<file path="src/rtl/dnn_layer_sched.sv">
// Two-layer MLP inference sequencer: neuron-serial MAC, bias/ReLU
// writeback, hidden activation store and output argmax.
module dnn_layer_sched #(
    parameter int INPUT_SIZE     = 784,
    parameter int HIDDEN_NEURONS = 10,
    parameter int OUTPUT_NEURONS = 10,
    parameter int DATA_W         = 16,
    parameter int FRAC_BITS      = 8,
    parameter int ACC_W          = 48,
    localparam int IN_AW = $clog2(INPUT_SIZE),
    localparam int W_AW  = $clog2(HIDDEN_NEURONS * INPUT_SIZE),
    localparam int B_AW  = $clog2(HIDDEN_NEURONS),
    localparam int D_W   = $clog2(OUTPUT_NEURONS)
) (
    input  logic              clk,
    input  logic              rst_n,
    input  logic              start,
    output logic              busy,
    output logic              done,
    output logic [D_W-1:0]    final_digit,
    output logic              rd_en,
    output logic              layer,
    output logic [IN_AW-1:0]  in_addr,
    output logic [W_AW-1:0]   w_addr,
    output logic [B_AW-1:0]   bias_addr,
    input  logic [DATA_W-1:0] in_data,
    input  logic [DATA_W-1:0] w_data,
    input  logic [DATA_W-1:0] bias_data
);

    if (ACC_W < 2 * DATA_W + $clog2(INPUT_SIZE) + 1) begin : g_acc_chk
        $error("ACC_W too narrow for a full-length dot product");
    end

    typedef enum logic [2:0] {
        S_IDLE, S_H_MAC, S_H_DRAIN, S_H_WB,
        S_O_MAC, S_O_DRAIN, S_O_WB, S_DONE
    } state_t;

    localparam logic [DATA_W-1:0] HMAX = {1'b0, {(DATA_W-1){1'b1}}};

    state_t state, state_nxt;

    logic [IN_AW-1:0] k;
    logic [B_AW-1:0]  n;
    logic             o_phase;
    logic             is_mac;
    logic             k_last;
    logic             n_last;

    logic                     mac_v;
    logic                     clr_d;
    logic        [DATA_W-1:0] op_d;
    logic signed [DATA_W-1:0] opnd;
    logic signed [2*DATA_W-1:0] prod;
    logic signed [ACC_W-1:0]  prod_ext;
    logic signed [ACC_W-1:0]  acc;
    logic signed [ACC_W-1:0]  bias_ext;
    logic signed [ACC_W-1:0]  wb_sum;
    logic signed [ACC_W-1:0]  shifted;
    logic        [DATA_W-1:0] hid_val;
    logic signed [ACC_W-1:0]  best_val;
    logic        [D_W-1:0]    best_idx;
    logic                     better;

    logic [DATA_W-1:0] hidden_store [HIDDEN_NEURONS];

    assign o_phase = (state == S_O_MAC) || (state == S_O_DRAIN) ||
                     (state == S_O_WB);
    assign is_mac  = (state == S_H_MAC) || (state == S_O_MAC);
    assign k_last  = o_phase ? (k == IN_AW'(HIDDEN_NEURONS - 1))
                             : (k == IN_AW'(INPUT_SIZE - 1));
    assign n_last  = o_phase ? (n == B_AW'(OUTPUT_NEURONS - 1))
                             : (n == B_AW'(HIDDEN_NEURONS - 1));

    assign layer     = o_phase;
    assign bias_addr = n;
    assign in_addr   = (state == S_H_MAC) ? k : '0;
    assign w_addr    = o_phase
        ? W_AW'(n) * W_AW'(HIDDEN_NEURONS) + W_AW'(k)
        : W_AW'(n) * W_AW'(INPUT_SIZE) + W_AW'(k);

    // Operand arrives one cycle after its address, from memory or the store.
    assign opnd     = o_phase ? $signed(op_d) : $signed(in_data);
    assign prod     = opnd * $signed(w_data);
    assign prod_ext = {{(ACC_W-2*DATA_W){prod[2*DATA_W-1]}}, prod};
    assign bias_ext = {{(ACC_W-DATA_W-FRAC_BITS){bias_data[DATA_W-1]}},
                       bias_data, {FRAC_BITS{1'b0}}};
    assign wb_sum   = acc + bias_ext;
    assign shifted  = wb_sum >>> FRAC_BITS;
    assign hid_val  = wb_sum[ACC_W-1] ? '0
                    : (|shifted[ACC_W-1:DATA_W-1]) ? HMAX
                    : shifted[DATA_W-1:0];
    assign better   = (n == '0) || (wb_sum > best_val);

    // State register.
    always_ff @(posedge clk or negedge rst_n) begin
        if (!rst_n) state <= S_IDLE;
        else        state <= state_nxt;
    end

    // Next-state and control strobes.
    always_comb begin
        state_nxt = state;
        busy      = 1'b1;
        rd_en     = 1'b0;
        done      = 1'b0;
        unique case (state)
            S_IDLE: begin
                busy = 1'b0;
                if (start) state_nxt = S_H_MAC;
            end
            S_H_MAC: begin
                rd_en = 1'b1;
                if (k_last) state_nxt = S_H_DRAIN;
            end
            S_H_DRAIN: state_nxt = S_H_WB;
            S_H_WB:    state_nxt = n_last ? S_O_MAC : S_H_MAC;
            S_O_MAC: begin
                rd_en = 1'b1;
                if (k_last) state_nxt = S_O_DRAIN;
            end
            S_O_DRAIN: state_nxt = S_O_WB;
            S_O_WB:    state_nxt = n_last ? S_DONE : S_O_MAC;
            S_DONE: begin
                done      = 1'b1;
                state_nxt = S_IDLE;
            end
            default:   state_nxt = S_IDLE;
        endcase
    end

    // Fan-in index k and neuron index n.
    always_ff @(posedge clk or negedge rst_n) begin
        if (!rst_n) begin
            k <= '0;
            n <= '0;
        end else begin
            case (state)
                S_IDLE: begin
                    k <= '0;
                    n <= '0;
                end
                S_H_MAC, S_O_MAC: k <= k_last ? '0 : k + IN_AW'(1);
                S_H_WB, S_O_WB:   n <= n_last ? '0 : n + B_AW'(1);
                default: ;
            endcase
        end
    end

    // MAC pipeline: accumulate the product of the previous cycle's issue.
    always_ff @(posedge clk or negedge rst_n) begin
        if (!rst_n) begin
            mac_v <= 1'b0;
            clr_d <= 1'b0;
            op_d  <= '0;
            acc   <= '0;
        end else begin
            mac_v <= is_mac;
            clr_d <= is_mac && (k == '0);
            op_d  <= hidden_store[k[B_AW-1:0]];
            if (mac_v) acc <= (clr_d ? '0 : acc) + prod_ext;
        end
    end

    // Hidden writeback and running argmax over output logits.
    always_ff @(posedge clk or negedge rst_n) begin
        if (!rst_n) begin
            for (int i = 0; i < HIDDEN_NEURONS; i++) hidden_store[i] <= '0;
            best_val    <= '0;
            best_idx    <= '0;
            final_digit <= '0;
        end else if (state == S_H_WB) begin
            hidden_store[n] <= hid_val;
        end else if (state == S_O_WB) begin
            if (better) begin
                best_val <= wb_sum;
                best_idx <= D_W'(n);
            end
            if (n_last) final_digit <= better ? D_W'(n) : best_idx;
        end
    end

endmodule

</file>
<file path="config.mk">
export PLATFORM = sky130hd
export DESIGN_NAME = dnn_layer_sched
export DESIGN_NICKNAME = d
export VERILOG_FILES = /design/src/rtl/dnn_layer_sched.sv
export SDC_FILE = /design/constraint.sdc
export NUM_CORES = 2
export LEC_CHECK = 0
export BUFFER_PORTS_ARGS = -buffer_cell sky130_fd_sc_hd__clkbuf_2
export CAP_MARGIN = 10
export CORE_AREA = 4 4 320 322
export CTS_CLUSTER_DIAMETER = 120
export DETAILED_ROUTE_END_ITERATION = 8
export DIE_AREA = 0 0 324 326
export GPL_TIMING_DRIVEN = 0
export SLEW_MARGIN = 20
export SYNTH_ARGS = -nofsm -noshare
export SYNTH_HDL_FRONTEND = slang
export SYNTH_SLANG_ARGS = --single-unit
</file>
<file path="constraint.sdc">
create_clock -name clk -period 13.78 [get_ports clk]
set_input_delay 0.689 -clock clk [delete_from_list [all_inputs] [get_ports clk]]
set_output_delay 0.689 -clock clk [all_outputs]
set_load 0.05 [all_outputs]
</file>
==> results.md <==
- CTS tree: yes
- DRT iter0 DRCs: 1395
- Post-route setup TNS: 0 ps
- Post-cts hold buffer count: 0
- EDFF count, synth: 0
- Syn Std Cell Area: 29600 sq um
- Synth warn: 0
- WL/cell: 17.4 um
- Cell with the most instances after synthesis: inv_1
- Die width: 324 um
- Critical Path Start Type: flip-flop
- Largest family of logic cells by synthesized area: adder cells
- Status: finished, final reports clean
- Crit Path Category: reg -> reg
- Gpl congestion: 0.861
- Worst min path class: in -> async
- Pin count of the biggest net entering global routing: 86
- Residual DRC: 0
- CP endpoint kind: flip-flop
- Top post-synthesis cells by count: inv_1, nand2_1, dfrtp_1
- Clock Skew: 25.3 ps
- Max Cap Violations: 0
- Largest cells by area after synthesis: dfrtp_1, fa_1, ha_1
- Async SR Flop Fraction: 100%
- Worst-margin pin slew: ~1100 ps
- Fmax: 78.0 MHz
- Simple-Gate Fraction of Synth Area: 14.2%
- Synth Area in Compound Gates: 14.0%
- Crit path required time: between 10000 and 15000 ps
- # fillers: 10400
- Starting density of the core: 29.7%
- Register Area: roughly 7500 sq um
- DP HPWL: 64900 um
- Clock Sink Count: 299
- Tcrit/Tclk final: slightly above 90%
- DR vias/cell: 4.93
- Die height: 326 um
- # setup viols final: 0
- 1st-pass router iterations: 6
- # port buffers: between 80 and 90
- Total grt overflow: 0
- Routed via count: around 23000
- Synth Area in XOR/XNOR: 3.95%
- Crit-path slowest cell: fa_1
- GRT Overall Usage: 15.4%
- Avg Cell Area, Syn: 9.28 sq um
- Antenna-violating nets left: 0
- Syn nets: 3749
- Area leader, netlist: dfrtp_1
- First-pass GRT wire length: 130000 um
- Final Critical Period: 12830 ps
- Max Slew Vio Count: 0
- Max stage delay on crit path: 890 ps
- CTS max path bufs: 3
- Slew Limit Headroom: between 20% and 30%
- Std-Cell Rows: about 120
- H-Tree Depth: 1
- IO Count: 86
- Sequential cell area fraction in the yosys report: ~25%
- CP arrival: 13270 ps
- RSZ-0062 raised after global routing: false
- Synth top area share: 25.3%
- Clk slew on worst S/H paths: 70 ps
- Cell count after synthesis: around 3200
- Most frequent CP cell: fa_1
- Total clock buffers created by CTS: 31
- Max Fanout on Critical Path: 20
- Top FF cell, synth: dfrtp_1
- Layout cells sized above 1: roughly a tenth
- Root Driver: clkbuf_16
- Core area: 99600 sq um
- Yosys cell types: 84
- Final Hold Violating Endpoints: 0
- Vias in the first global route: 23200
- Fraction of the mapped netlist area in adder cells: 28.3%
- Multi-input gate area: between 15000 and 20000 sq um
- Post-synthesis mux area share: 6.92%
- Initial antenna violation count: 2
- Layout Area Growth over Synthesis: 10.7%
- Nets: 3870
- Path depth of the worst reg2reg path: 38
- Total routed wirelength: ~80000 um
- Flop and latch count out of synthesis: 299
- Die Area: 106000 sq um
- Clk Latency, worst-skew pair: 610 ps
timing repair:
item,4_1_cts,5_1_grt
setup buffers,0,0
gates resized for setup,0,1
setup endpoints to repair,0,2
flip-flops by register name, summed over array words and instances, names as in the netlist:
register and count:
k 10, acc 48, bias_addr 4, best_val 48, hidden_store 160, final_digit 4
op_d 16, mac_v 1, clr_d 1, state 3, best_idx 4
final timing paths:
check | slack, ps | endpoint | from
hold reg to reg | 480 | hidden_store[116] | hidden_store[116]
max in group asynchronous | 12470 | op_d[9] | rst_n
hold / removal | 140 | hidden_store[46] | rst_n
setup reg to reg | 950 | acc[45] | state[2]
setup / recovery | 950 | acc[45] | state[2]
min in group clk | 420 | state[0] | start
cell usage in the layout, fill, tap and decap left out, drive strengths merged, types with 107 or more instances in the layout:
cell    netlist  routed
a21oi       172     172
and2        138     138
clkbuf      118     240
dfrtp       299     299
fa          267     267
ha          242     242
inv         430     431
mux2        107     107
nand2       410     410
nor2        118     118
o21ai       232     232
layer usage:
layer / GRT usage, % / part of all wire (%) / vias to the layer above
li1: - / - / 10800
met4: 2.81 / 1.7 / 2
met3: 2.65 / 5.7 / 92
met1: 21.4 / 46 / 11400
met2: 25.3 / 47 / 507
met5: 0 / 0.012 / -
stage by stage:
step	instance area (sq um)	hold WS [ps]	instances	utilization (%)	worst slack, ps
floorplan	29600	393	3189	-	3550
global placement	31600	457	4572	31.8	836
detailed placement	31700	465	4575	31.9	825
CTS	32700	142	4631	32.9	697
global route	32700	172	4631	32.9	92.6
finish	32700	135	4632	32.9	951
critical path, delay by kind of cell (launching register included):
| family | cells | cell delay (ps) |
|---|---|---|
| DFF | 1 | 340 |
| and+or+nand+nor | 9 | 2040 |
| muxes | 1 | 230 |
| buffers and inverters | 9 | 2610 |
| xor gates and xnor gates | 1 | 300 |
| adders and majority gates | 8 | 4450 |
| AOI/OAI and AO/OA | 10 | 2660 |
logic make-up after synthesis:
family	count (synthesis)
mux	151
flops	299
compound gates	650
buf+inv	564
fa+ha+maj	509
xor+xnor	128
simple gates	888
final cells by class:
type / instances / area share, %
Timing Repair Buffer: 88 / 1.58
Multi-Input combinational cell: 2326 / 61.0
Sequential cell: 299 / 22.8
Clock inverter: 19 / 0.546
Antenna cell: 1 / 0.00764
Clock buffer: 37 / 2.56
Inverter: 432 / 4.95
Buffer: 132 / 1.60
Tap cell: 1298 / 4.96
Power is left out: the tool's default activity adds up to more than one toggle a clock period on the data nets, which glitch-free logic cannot reach.
